**config.mk**
```make
export PLATFORM = sky130hd
export DESIGN_NAME = mipi_rx_packet_ctrl
export DESIGN_NICKNAME = d
export VERILOG_FILES = /design/src/rtl/mipi_csi_pkg.sv /design/src/rtl/mipi_rx_ctrl_regs.sv /design/src/rtl/mipi_rx_packet_ctrl.sv
export SDC_FILE = /design/constraint.sdc
export NUM_CORES = 1
export LEC_CHECK = 0
export CORE_MARGIN = 1
export CORE_UTILIZATION = 49
export DETAILED_ROUTE_END_ITERATION = 8
export PLACE_DENSITY = 0.72
export SLEW_MARGIN = 20
export SYNTH_ARGS = -nofsm -noshare
export SYNTH_HDL_FRONTEND = slang
export SYNTH_HIERARCHICAL = 1
export SYNTH_SLANG_ARGS = --single-unit
```
**constraint.sdc**
```tcl
create_clock -name wb_clk_i -period 4 [get_ports wb_clk_i]
set_input_delay 1.2 -clock wb_clk_i [delete_from_list [all_inputs] [get_ports wb_clk_i]]
set_output_delay 1.2 -clock wb_clk_i [all_outputs]
set_load 0.01 [all_outputs]
```
**src/rtl/mipi_csi_pkg.sv**
```systemverilog
// Shared CSI-2 receive definitions: data types, packet FSM states and register offsets.
package mipi_csi_pkg;

   localparam logic [5:0] DT_FS       = 6'h00;
   localparam logic [5:0] DT_FE       = 6'h01;
   localparam logic [5:0] DT_LS       = 6'h02;
   localparam logic [5:0] DT_LE       = 6'h03;
   localparam logic [5:0] DT_RAW10    = 6'h2B;
   localparam logic [5:0] LONG_DT_MIN = 6'h10;

   typedef enum logic [1:0] {IDLE, PAYLOAD, DROP} pkt_state_e;

   localparam logic [1:0] REG_CTRL = 2'd0;
   localparam logic [1:0] REG_CNT  = 2'd1;
   localparam logic [1:0] REG_ERR  = 2'd2;

   // RAW10 packs 4 pixels into 5 bytes, so only whole groups are unpackable.
   function automatic logic wc_valid(input logic [15:0] wc);
      return (wc != 16'd0) && ((wc % 16'd5) == 16'd0);
   endfunction

endpackage

```
**src/rtl/mipi_rx_ctrl_regs.sv**
```systemverilog
// Wishbone slave window: CTRL (RW), CNT (RO), ERR (W1C sticky flags).
module mipi_rx_ctrl_regs
   import mipi_csi_pkg::*;
#(
   parameter logic [5:0] DEFAULT_DT = 6'h2B,
   parameter logic [1:0] DEFAULT_VC = 2'd0,
   parameter int         CNT_W      = 16
) (
   input  logic             wb_clk_i,
   input  logic             wb_rst_ni,
   input  logic             wbs_stb_i,
   input  logic             wbs_cyc_i,
   input  logic             wbs_we_i,
   input  logic [3:0]       wbs_sel_i,
   input  logic [31:0]      wbs_adr_i,
   input  logic [31:0]      wbs_dat_i,
   output logic             wbs_ack_o,
   output logic [31:0]      wbs_dat_o,
   input  logic [CNT_W-1:0] frame_count,
   input  logic [CNT_W-1:0] line_count,
   input  logic             wc_err_set,
   input  logic             seq_err_set,
   output logic             en,
   output logic [1:0]       vc,
   output logic [5:0]       dt
);

   // Handshake: a request is stb && cyc; it is serviced on the first cycle it is
   // seen with ack low, and ack is high for exactly the following cycle.
   logic        wb_access;
   logic        wb_wr;
   logic        wc_err;
   logic        seq_err;
   logic [31:0] rd_data;
   logic [31:0] cnt_word;
   logic        unused_bits;

   assign wb_access   = wbs_stb_i && wbs_cyc_i && !wbs_ack_o;
   assign wb_wr       = wb_access && wbs_we_i;
   assign unused_bits = &{1'b0, wbs_adr_i[31:4], wbs_adr_i[1:0], wbs_dat_i[31:9], wbs_sel_i[3:2]};

   always_comb begin
      cnt_word = '0;
      cnt_word[CNT_W-1:0]  = frame_count;
      cnt_word[16 +: CNT_W] = line_count;
   end

   always_comb begin
      rd_data = '0;
      case (wbs_adr_i[3:2])
         REG_CTRL: rd_data = {23'd0, dt, vc, en};
         REG_CNT:  rd_data = cnt_word;
         REG_ERR:  rd_data = {30'd0, seq_err, wc_err};
         default:  rd_data = '0;
      endcase
   end

   always_ff @(posedge wb_clk_i or negedge wb_rst_ni) begin
      if (!wb_rst_ni) begin
         wbs_ack_o <= 1'b0;
         wbs_dat_o <= '0;
         en        <= 1'b0;
         vc        <= DEFAULT_VC;
         dt        <= DEFAULT_DT;
         wc_err    <= 1'b0;
         seq_err   <= 1'b0;
      end else begin
         wbs_ack_o <= wb_access;
         wbs_dat_o <= (wb_access && !wbs_we_i) ? rd_data : '0;
         if (wb_wr && wbs_adr_i[3:2] == REG_CTRL) begin
            if (wbs_sel_i[0]) {dt[4:0], vc, en} <= wbs_dat_i[7:0];
            if (wbs_sel_i[1]) dt[5] <= wbs_dat_i[8];
         end
         // A hardware set in the same cycle as a clear wins.
         if (wb_wr && wbs_adr_i[3:2] == REG_ERR && wbs_sel_i[0]) begin
            wc_err  <= wc_err_set  | (wc_err  & ~wbs_dat_i[0]);
            seq_err <= seq_err_set | (seq_err & ~wbs_dat_i[1]);
         end else begin
            wc_err  <= wc_err  | wc_err_set;
            seq_err <= seq_err | seq_err_set;
         end
      end
   end

endmodule

```
**src/rtl/mipi_rx_packet_ctrl.sv**
```systemverilog
// CSI-2 packet controller: decodes short packets, gates matching RAW10 payload to the unpacker.
module mipi_rx_packet_ctrl
   import mipi_csi_pkg::*;
#(
   parameter logic [5:0] DEFAULT_DT = 6'h2B,
   parameter logic [1:0] DEFAULT_VC = 2'd0,
   parameter int         CNT_W      = 16
) (
   input  logic        wb_clk_i,
   input  logic        wb_rst_ni,
   input  logic        word_valid_i,
   input  logic [31:0] word_i,
   output logic        unpack_valid_o,
   output logic [31:0] unpack_data_o,
   output logic        frame_start_o,
   output logic        frame_end_o,
   output logic        line_start_o,
   output logic        line_end_o,
   output logic        busy_o,
   input  logic        wbs_stb_i,
   input  logic        wbs_cyc_i,
   input  logic        wbs_we_i,
   input  logic [3:0]  wbs_sel_i,
   input  logic [31:0] wbs_adr_i,
   input  logic [31:0] wbs_dat_i,
   output logic        wbs_ack_o,
   output logic [31:0] wbs_dat_o
);

   pkt_state_e       state;
   logic [16:0]      rem;
   logic [16:0]      pos;
   logic [15:0]      wc;
   logic [CNT_W-1:0] frame_count;
   logic [CNT_W-1:0] line_count;
   logic             en;
   logic [1:0]       vc;
   logic [5:0]       dt;
   logic             wc_err_set;
   logic             seq_err_set;

   logic [1:0]  hdr_vc;
   logic [5:0]  hdr_dt;
   logic [15:0] hdr_wc;
   logic        hdr_long;
   logic        hdr_match;

   assign hdr_vc    = word_i[7:6];
   assign hdr_dt    = word_i[5:0];
   assign hdr_wc    = word_i[23:8];
   assign hdr_long  = hdr_dt >= LONG_DT_MIN;
   assign hdr_match = (hdr_vc == vc) && (hdr_dt == dt);
   assign busy_o    = state != IDLE;

   assign wc_err_set  = en && word_valid_i && state == IDLE && hdr_long && hdr_match && !wc_valid(hdr_wc);
   assign seq_err_set = en && !word_valid_i && state == PAYLOAD;

   always_ff @(posedge wb_clk_i or negedge wb_rst_ni) begin
      if (!wb_rst_ni) begin
         state          <= IDLE;
         rem            <= '0;
         pos            <= '0;
         wc             <= '0;
         frame_count    <= '0;
         line_count     <= '0;
         unpack_valid_o <= 1'b0;
         unpack_data_o  <= '0;
         frame_start_o  <= 1'b0;
         frame_end_o    <= 1'b0;
         line_start_o   <= 1'b0;
         line_end_o     <= 1'b0;
      end else begin
         unpack_valid_o <= 1'b0;
         frame_start_o  <= 1'b0;
         frame_end_o    <= 1'b0;
         line_start_o   <= 1'b0;
         line_end_o     <= 1'b0;
         if (!en) begin
            state <= IDLE;
         end else begin
            case (state)
               IDLE: if (word_valid_i) begin
                  if (!hdr_long) begin
                     if (hdr_vc == vc) begin
                        case (hdr_dt)
                           DT_FS: begin
                              frame_start_o <= 1'b1;
                              line_count    <= '0;
                           end
                           DT_FE: begin
                              frame_end_o <= 1'b1;
                              frame_count <= frame_count + 1'b1;
                           end
                           DT_LS:   line_start_o <= 1'b1;
                           DT_LE:   line_end_o   <= 1'b1;
                           default: ;
                        endcase
                     end
                  end else begin
                     // rem counts payload plus the 2-byte CRC still to come.
                     rem   <= {1'b0, hdr_wc} + 17'd2;
                     pos   <= '0;
                     wc    <= hdr_wc;
                     state <= (hdr_match && wc_valid(hdr_wc)) ? PAYLOAD : DROP;
                  end
               end
               PAYLOAD, DROP: if (word_valid_i) begin
                  rem <= rem - 17'd4;
                  pos <= pos + 17'd4;
                  if (state == PAYLOAD && pos < {1'b0, wc}) begin
                     unpack_valid_o <= 1'b1;
                     unpack_data_o  <= word_i;
                  end
                  if (rem <= 17'd4) begin
                     state <= IDLE;
                     if (state == PAYLOAD) line_count <= line_count + 1'b1;
                  end
               end
               default: state <= IDLE;
            endcase
         end
      end
   end

   mipi_rx_ctrl_regs #(
      .DEFAULT_DT(DEFAULT_DT),
      .DEFAULT_VC(DEFAULT_VC),
      .CNT_W     (CNT_W)
   ) u_regs (
      .wb_clk_i   (wb_clk_i),
      .wb_rst_ni  (wb_rst_ni),
      .wbs_stb_i  (wbs_stb_i),
      .wbs_cyc_i  (wbs_cyc_i),
      .wbs_we_i   (wbs_we_i),
      .wbs_sel_i  (wbs_sel_i),
      .wbs_adr_i  (wbs_adr_i),
      .wbs_dat_i  (wbs_dat_i),
      .wbs_ack_o  (wbs_ack_o),
      .wbs_dat_o  (wbs_dat_o),
      .frame_count(frame_count),
      .line_count (line_count),
      .wc_err_set (wc_err_set),
      .seq_err_set(seq_err_set),
      .en         (en),
      .vc         (vc),
      .dt         (dt)
   );

endmodule

```
==> results.yml, run 1 <==
power_and_ir_drop:
  leakage_uw: 0.00882
  p_switching_uw: 5690
  combinationalPowerShare_pct: 71.3
  sw_frac_of_total_pct: 43.9
  report.power.total_uw: 12900
  p_seq_share_pct: 15.5
  pwr-share-clk_pct: 13.2
  power.density_nw_per_um2: 650
  max-vdd-ir-drop_uv: 503
  internal-power_uw: 7260
clocking:
  root_buffer: "clkbuf_16"
  cts_buffers: 17
  cts_tree: "done"
  path_clk_slew_ns: 0.08
  cts_sinks: 163
  clock_latency_ns: 0.44
  cts.path.max_buffers: 2
  cts_htree_levels: 4
run_status:
  violations: "DRC, setup timing"
  run_status: "complete, but fails checks"
synthesis:
  async_reset_ff_share_pct: 100
  yosysMostFrequentCell: "nand2_1"
  synth.avg_cell_area_um2: 8.51
  muxShareOfSynthArea_pct: 3.86
  yosys.area.top_type: "dfrtp_1"
  synthAdderAreaFrac_pct: 2.65
  netlist_area_um2: 13200
  yosys_most_used_dff: "dfrtp_1"
  synth_seq_area_share_pct: 30.9
  synth_cells: 1552
  synth.top_cell.area_share_pct: 30.1
  synth_top_family_by_area: "compound AO/OA/AOI/OAI gates"
  yosysWarningCount: 6
  synth_nets: 1686
  synth-compound-area-share_pct: 26.2
  yosys.area_share.simple_pct: 26.2
  synth_area_leaders: "dfrtp_1 30%, nand2_1 5.3%, nor2_1 3.4%"
  synth_edf_count: 0
  ys_ff_latch: 163
  synthXorXnorAreaFrac_pct: 6.32
  ys_top_cells_by_count: "185 x nand2_1, 159 x dfrtp_1, 121 x nor2_1"
  ys_types: 131
worst_setup_path:
  crit_fanout: 8
  slowest_stage: "or4b_4"
  max_stage_delay_ns: 0.58
  crit_type: "in2reg"
  cp_data_required_time_ns: 4.30
  cp_common_cell: "buf_4"
  critPathLaunchType: "primary input"
  crit_arrival_ns: 11.80
  end_kind: "flop"
placement:
  dpl.hpwl_mm: 35.0
  placed_cell_area_um2: 17900
  globalplace.congestion: 0.984
  io_buffers: 121
  dp_cells: 2365
floorplan:
  core_area_um2: 26300
  die_w_um: 166
  ios: 177
  initial_core_util_pct: 50.2
  dieArea_um2: 27600
  num_rows: 59
  die_h_um: 166
grt:
  grt_pass1_wl_mm: 76.2
  grt_overflow: 0
  antenna_found_initial: 1
  track_usage_pct: 34.0
  grt_max_degree: 83
  grt_pass1_vias: 14968
detailed_routing:
  ant_nets: 0
  route.detailed.drc: 15
  drt-total-wl_mm: 48.1
  dr.first_iter.drc_count: 1400
  dr.pass1.iters: 9
  vias: 15022
  viasPerCell: 6.12
  wl_per_cell_um: 19.6
sta:
  finalSetupViolCount: 11
  final.setup.worst_slack_ns: -7.51
  finalCritPeriodShare_pct: 288
  rsz0062_at_grt: "yes"
  worst_pin_slew_ns: 0.918
  finClkSkew_ns: 0.0202
  finalCriticalPeriod_ns: 11.51
  fmax_mhz: 86.9
  slew_headroom_pct: 38.6
  finalHoldViolations: 0
  slew_violations: 0
layout:
  layout-drive-gt1-share_pct: 36.5
  n_fill_cell: 1880
  diodes: 0
  nets: 2242
  stdcell_count: 2456
  design_area_um2: 19900
  syn2layout_area_growth_pct: 50.9
worst_hold_path:
  hp-class: "reg2reg"
run:
  maxCapViolations: 0
## stage by stage
| stage | setup WS, ns | TNS, ns | util, % | hold WS (ns) |
|---|---|---|---|---|
| 2_1_floorplan | -7.75 | -34.71 | - | 0.434 |
| 3_3_place_gp | -8.42 | -43.22 | 68.2 | 0.448 |
| 3_5_place_dp | -8.55 | -45.00 | 68.2 | 0.463 |
| 4_1_cts | -7.28 | -30.51 | 74.2 | 0.479 |
| 5_1_grt | -7.97 | -36.85 | 75.8 | 0.499 |
| 6_report | -7.51 | -33.97 | 75.8 | 0.476 |
## cell type report
type                    instances  area [um2]  share of cell area [%]
multi-input cells            1276        9730                    48.9
clock buffers                  17         425                    2.14
well taps                     335         419                    2.10
flip-flops and latches        163        4090                    20.5
repair buffers                605        4910                    24.7
clock inverters                15         164                   0.823
inverters                      45         184                   0.923
## layout by cell type, fill, tap and decap left out, types with 17 or more instances in the layout
master and n:
nand2b_1 18, o21ai_0 78, nand2_1 180, xor2_1 33, ha_1 24, o211ai_1 21
clkdlybuf4s50_1 108, buf_4 469, a31oi_1 20, and3_1 27, xnor2_1 46, and2_1 37
dfrtp_1 158, o21ai_1 19, nand4_1 17, clkbuf_16 17, nor2b_1 19, mux2_2 27
nor2_1 110, inv_1 41, nand3_1 66, a21oi_1 51, nor3_1 50
## state kept, by name (all words and copies together) (netlist names), 2 cells and up
name              cells
u_regs/wbs_dat_o     32
unpack_data_o        32
rem                  17
frame_count          16
line_count           16
wc                   16
pos                  15
u_regs/dt             6
state                 2
u_regs/vc             2
## path summary, 6_finish.rpt
| kind | slack (ns) | cells after the start | from | endpoint |
|---|---|---|---|---|
| setup reg to reg | 0.25 | 24 | pos[2]$_DFFE_PN0P_ | unpack_data_o[16]$_DFFE_PN0P_ |
| setup / recovery | -7.51 | 49 | word_i[11] | u_regs/wc_err$_DFF_PN0_ |
| min in group asynchronous | 0.79 | 1 | wb_rst_ni | wc[10]$_DFFE_PN0P_ |
| hold reg to reg | 0.48 | 1 | frame_count[15]$_DFFE_PN0P_ | frame_count[15]$_DFFE_PN0P_ |
| max in group asynchronous | 2.33 | 2 | wb_rst_ni | rem[11]$_DFFE_PN0P_ |
| hold / removal | 0.48 | 1 | frame_count[15]$_DFFE_PN0P_ | frame_count[15]$_DFFE_PN0P_ |
## power groups by stage
stage / sequential, uW / clock (uW) / combinational (uW)
after floorplan: 1980 / 0 / 4550
after global placement: 2010 / 0 / 7900
after detailed placement: 2020 / 0 / 7990
after CTS: 2000 / 1720 / 8610
after global routing: 2030 / 1770 / 9860
final: 2000 / 1710 / 9230
## metal layers
layer / vias to the layer above / part of all wire, % / GRT usage, %
met5: - / 0.027 / 0
met2: 669 / 50 / 60.4
met1: 7223 / 39 / 41.0
met4: 2 / 4.4 / 15.7
met3: 186 / 6.6 / 4.12
li1: 6942 / - / -
## critical path: cells and delay by family
kind / cells / cell delay (ns)
AO/OA/AOI/OAI: 25 / 5.64
adder cells (fa/ha/maj): 1 / 0.15
buffers and inverters: 12 / 1.88
AND/OR/NAND/NOR: 11 / 2.97
## kinds of logic (layout without fill, tap and decap cells)
logic type,after synthesis,count (layout)
simple gates,667,668
xor+xnor,91,91
compound gates,441,443
fa+ha+maj,28,28
flops,163,163
buf+inv,116,682
mux,46,46
## timing repair
item                                    4_1_cts  5_1_grt
pin swaps                                    60       38
resized for setup                           156       61
gates cloned                                  3        1
hold buffers                                  0        0
endpoints found under the setup margin       11       37
setup buffers                                38       18
(Power assumes the default switching activity.)
==> inputs of run 2 (changes only) <==
--- a/config.mk
+++ b/config.mk
@@ -5,10 +5,11 @@
 export SDC_FILE = /design/constraint.sdc
 export NUM_CORES = 1
 export LEC_CHECK = 0
+export ABC_AREA = 1
 export CORE_MARGIN = 1
 export CORE_UTILIZATION = 49
 export DETAILED_ROUTE_END_ITERATION = 8
-export PLACE_DENSITY = 0.72
+export PLACE_DENSITY = 0.73
 export SLEW_MARGIN = 20
 export SYNTH_ARGS = -nofsm -noshare
 export SYNTH_HDL_FRONTEND = slang
==> results.yml, run 2 <==
sta:
  slew_headroom_pct: 47.9
  slew_violations: 0
  fmax_mhz: 97.5
  worst_pin_slew_ns: 0.778
  final.setup.worst_slack_ns: -6.25
  finalHoldViolations: 0
  finalCriticalPeriod_ns: 10.25
  finClkSkew_ns: 0.0142
  rsz0062_at_grt: "yes"
  finalSetupViolCount: 3
  finalCritPeriodShare_pct: 256
grt:
  track_usage_pct: 31.8
  grt_overflow: 0
  grt_pass1_vias: 13472
  antenna_found_initial: 0
  grt_max_degree: 75
  grt_pass1_wl_mm: 63.7
floorplan:
  die_h_um: 159
  dieArea_um2: 25200
  num_rows: 56
  ios: 177
  die_w_um: 159
  initial_core_util_pct: 50.6
  core_area_um2: 23800
synthesis:
  ys_types: 57
  yosysMostFrequentCell: "nand2_1"
  synth_cells: 1759
  synth_seq_area_share_pct: 33.9
  ys_top_cells_by_count: "495 x nand2_1, 208 x inv_1, 163 x nand3_1"
  synth.top_cell.area_share_pct: 33.1
  ys_ff_latch: 163
  synth.avg_cell_area_um2: 6.84
  netlist_area_um2: 12000
  yosys_most_used_dff: "dfrtp_1"
  synth_edf_count: 0
  synth_area_leaders: "dfrtp_1 33%, nand2_1 15%, nand3_1 6.8%"
  yosysWarningCount: 6
  async_reset_ff_share_pct: 100
  synth_nets: 1893
  yosys.area.top_type: "dfrtp_1"
clocking:
  root_buffer: "clkbuf_16"
  cts.path.max_buffers: 2
  clock_latency_ns: 0.44
  path_clk_slew_ns: 0.08
  cts_buffers: 17
  cts_tree: "done"
  cts_htree_levels: 4
  cts_sinks: 163
detailed_routing:
  top_layer: "met4"
  dr.first_iter.drc_count: 1102
  drt-total-wl_mm: 41.4
  wl_per_cell_um: 16.3
  met3_wirelength_mm: 2.60
  viasPerCell: 5.55
  met1Wirelength_mm: 16.1
  dr.pass1.iters: 5
  wl_met2_mm: 20.3
  vias: 14099
  ant_nets: 0
  route.detailed.drc: 0
layout:
  layout_common_cells: "406 x nand2_1, 335 x buf_4, 202 x inv_1"
  layout-drive-gt1-share_pct: 32.9
  reg_top3: "u_regs/wbs_dat_o x32, unpack_data_o x32, rem x17"
  regArea_um2: 4080
  syn2layout_area_growth_pct: 48.2
  diodes: 0
  final_util_pct: 75.1
  stdcell_count: 2540
  multi_input_area_um2: 7900
  n_fill_cell: 1634
  final_common_cell: "nand2_1"
  nets: 2342
worst_hold_path:
  hp-class: "reg2reg"
placement:
  io_buffers: 121
  dp_cells: 2440
  dpl.hpwl_mm: 27.6
  pre_cts_ws_ns: -6.84
  globalplace.congestion: 1.01
worst_setup_path:
  end_kind: "flop"
  crit_arrival_ns: 10.56
  cp_data_required_time_ns: 4.31
  max_stage_delay_ns: 0.27
  slowest_stage: "dlygate4sd2_1"
  crit_fanout: 8
  crit_type: "in2reg"
  critPathLaunchType: "primary input"
  cp_common_cell: "nand2_2"
run_status:
  run_status: "complete, but fails checks"
  violations: "setup timing"
run:
  maxCapViolations: 0
run 2: changes by cell type after synthesis, moves of 24 or more:
cell	change
nand2_1	+310
nand4_1	+39
mux2_2	-29
and3_1	-27
nand3_1	+91
inv_2	+42
inv_1	+164
nor2_1	+24
clkbuf_1	-27
xnor2_1	-34
nand2_2	+34
nor3_1	-27
and2_1	-37
run 2: stage by stage:
| step | hold slack (ns) | instance area (um2) | setup TNS (ns) |
|---|---|---|---|
| after global placement | 0.462 | 15800 | -19.81 |
| after global routing | 0.488 | 17800 | -20.55 |
| final | 0.479 | 17800 | -18.65 |
| after floorplan | 0.446 | 12300 | -15.79 |
| after CTS | 0.483 | 17400 | -16.77 |
| after detailed placement | 0.464 | 15800 | -21.22 |
run 2: layout make-up:
cell class / count / share of cell area [%]
Clock inverter: 15 / 1.12
Tap cell: 319 / 2.24
Sequential cell: 163 / 22.9
Inverter: 261 / 5.72
Clock buffer: 17 / 2.39
Timing Repair Buffer: 463 / 21.3
Multi-Input combinational cell: 1302 / 44.3
run 2: final timing paths:
| check | from | end | slack (ns) | cells after the start |
|---|---|---|---|---|
| worst min-delay path | frame_count[15]$_DFFE_PN0P_ | frame_count[15]$_DFFE_PN0P_ | 0.48 | 1 |
| worst max-delay path | word_i[18] | u_regs/wc_err$_DFF_PN0_ | -6.25 | 80 |
| worst min register to register | frame_count[15]$_DFFE_PN0P_ | frame_count[15]$_DFFE_PN0P_ | 0.48 | 1 |
| min in group asynchronous | wb_rst_ni | u_regs/wbs_dat_o[23]$_DFF_PN0_ | 0.74 | 1 |
| worst max register to register | rem[4]$_DFFE_PN0P_ | line_count[14]$_DFFE_PN0P_ | 0.83 | 19 |
| max in group asynchronous | wb_rst_ni | rem[6]$_DFFE_PN0P_ | 2.36 | 2 |
run 2: logic make-up after synthesis:
kind of cell    Yosys count  share of synthesized area [%]
simple gates           1020                           40.2
xor+xnor                 47                           3.48
fa+ha+maj                28                           2.91
flops                   163                           33.9
compound gates          202                           9.55
buf+inv                 299                           9.91
run 2: worst max-delay path: cells and delay by family:
kind / cells / cell delay (ns)
AO/OA/AOI/OAI: 3 / 0.37
XOR/XNOR: 2 / 0.38
buffers and inverters: 13 / 1.57
AND/OR/NAND/NOR: 62 / 7.03
run 2: what timing repair did:
item                                   4_1_cts  5_1_grt
setup buffers                               46       17
cloned                                       5        0
gates resized for setup                    178       60
setup endpoints to repair                    3        6
pin swaps                                  102       26
hold buffers                                 0        0
endpoints found under the hold margin        0        0
run 2: layer usage:
| metal | GRT usage (%) | vias up |
|---|---|---|
| met1 | 36.7 | 6625 |
| met5 | 0 | - |
| met2 | 57.2 | 671 |
| li1 | - | 6590 |
| met3 | 3.24 | 213 |
| met4 | 18.1 | 0 |
Power of run 2 is left out: the tool's default activity adds up to more than one toggle a clock period on the data nets, which glitch-free logic cannot reach.
==> inputs of run 3 (changes only) <==
--- a/config.mk
+++ b/config.mk
@@ -6,10 +6,13 @@
 export NUM_CORES = 1
 export LEC_CHECK = 0
 export ABC_AREA = 1
+export CAP_MARGIN = 20
 export CORE_MARGIN = 1
 export CORE_UTILIZATION = 49
 export DETAILED_ROUTE_END_ITERATION = 8
 export PLACE_DENSITY = 0.73
+export SETUP_SLACK_MARGIN = 0.1
+export SKIP_CTS_REPAIR_TIMING = 1
 export SLEW_MARGIN = 20
 export SYNTH_ARGS = -nofsm -noshare
 export SYNTH_HDL_FRONTEND = slang
==> results.yml, run 3 (synthesis results as in run 2) <==
sta:
  worst_pin_slew_ns: 0.768
  slew_headroom_pct: 48.6
  fmax_mhz: 96.9
  finalCritPeriodShare_pct: 258
  final.setup.worst_slack_ns: -6.32
  hold-worst-slack_ns: 0.479
  finalCriticalPeriod_ns: 10.32
  finClkSkew_ns: 0.0125
  finalSetupViolCount: 3
  slew_violations: 0
  finalHoldViolations: 0
  rsz0062_at_grt: "yes"
worst_setup_path:
  crit_arrival_ns: 10.63
  crit_type: "in2reg"
  cp-startpoint: "word_i[9]"
  slowest_stage: "nor2_8"
  regToRegStartpoint: "rem[4]$_DFFE_PN0P_"
  r2r_cells: 19
  max_stage_delay_ns: 0.22
  r2r_setup_slack_ns: 0.85
  r2r_end: "line_count[14]$_DFFE_PN0P_"
  cp_common_cell: "nand2_4"
  crit_fanout: 8
  end_kind: "flop"
  critPathLaunchType: "primary input"
  cp_data_required_time_ns: 4.31
placement:
  dpl.hpwl_mm: 27.6
  io_buffers: 121
  globalplace.congestion: 1.01
grt:
  grt_pass1_vias: 12528
  grt_pass1_wl_mm: 59.0
  antenna_found_initial: 0
  grt_max_degree: 75
  grt_overflow: 0
  track_usage_pct: 29.4
floorplan:
  initial_core_util_pct: 50.6
  dieArea_um2: 25200
  num_rows: 56
  die_h_um: 159
  core_area_um2: 23800
  ios: 177
  die_w_um: 159
worst_hold_path:
  hp-class: "reg2reg"
  hold-path-endpoint: "frame_count[15]$_DFFE_PN0P_"
  worstHoldPathCells: 1
  min_from: "frame_count[15]$_DFFE_PN0P_"
layout:
  final_common_cell: "nand2_1"
  layout_common_cells: "402 x nand2_1, 309 x buf_4, 203 x inv_1"
  layout-drive-gt1-share_pct: 32.2
  reg_top3: "u_regs/wbs_dat_o x32, unpack_data_o x32, rem x17"
  n_fill_cell: 1650
  nets: 2317
  diodes: 0
  syn2layout_area_growth_pct: 47.4
run_status:
  run_status: "complete, but fails checks"
  violations: "setup timing"
detailed_routing:
  drt-total-wl_mm: 40.2
  viasPerCell: 5.50
  dr.first_iter.drc_count: 886
  dr.pass1.iters: 5
  ant_nets: 0
  route.detailed.drc: 0
  vias: 13833
  wl_per_cell_um: 16.0
clocking:
  path_clk_slew_ns: 0.08
  cts_htree_levels: 4
  clock_latency_ns: 0.44
  cts.path.max_buffers: 2
  cts_sinks: 163
  cts_buffers: 17
  cts_tree: "done"
  root_buffer: "clkbuf_16"
run:
  maxCapViolations: 0
==> run 3: changes by cell type in the layout (fill, tap and decap cells not counted), moves of 4 or more <==
cell,change
dlymetal6s2s_1,+13
nand2_1,-4
buf_4,-26
dlygate4sd2_1,-11
nand3_4,+4
nand2_4,+9
nand3_1,+4
nand3_2,-8
==> run 3: area by class of cell <==
| class | count | area [um2] | area share [%] |
|---|---|---|---|
| Clock buffer | 17 | 425 | 2.40 |
| Clock inverter | 15 | 199 | 1.12 |
| Inverter | 261 | 1010 | 5.72 |
| Multi-Input combinational cell | 1302 | 7960 | 44.9 |
| Sequential cell | 163 | 4080 | 23.0 |
| Tap cell | 319 | 399 | 2.25 |
| Timing Repair Buffer | 438 | 3650 | 20.6 |
==> run 3: layer usage <==
metal | global-route usage, % | vias to the layer above | share of wire (%)
li1 | - | 6535 | -
met1 | 35.5 | 6490 | 39
met2 | 52.5 | 641 | 49
met3 | 2.86 | 167 | 6.5
met4 | 13.4 | 0 | 5.3
met5 | 0 | - | 0
==> run 3: worst max-delay path by stage <==
stage                              endpoint  depth (start not counted)
floorplan           u_regs/wc_err$_DFF_PN0_                         89
global placement    u_regs/wc_err$_DFF_PN0_                         83
detailed placement  u_regs/wc_err$_DFF_PN0_                         85
CTS                 u_regs/wc_err$_DFF_PN0_                         82
global route           state[1]$_DFFE_PN0P_                         86
finish              u_regs/wc_err$_DFF_PN0_                         85
==> run 3: worst max-delay path: cells and delay by family <==
kind	cells	cell delay [ns]
simple gates	70	7.92
buf+inv	12	1.11
fa+ha+maj	1	0.17
compound gates	2	0.16
==> run 3: per-stage QoR <==
stage | cell area (um2) | instances | setup TNS [ns] | utilization (%) | worst slack (ns)
final | 17700 | 2515 | -18.87 | 74.7 | -6.32
after global routing | 17700 | 2515 | -20.58 | 74.7 | -6.90
after CTS | 16400 | 2472 | -19.48 | 69.2 | -6.52
after detailed placement | 15800 | 2440 | -21.22 | 66.6 | -6.84
after global placement | 15800 | 2440 | -19.81 | 66.6 | -6.53
after floorplan | 12300 | 1759 | -15.79 | - | -5.30
Power of run 3 is left out for the same reason.
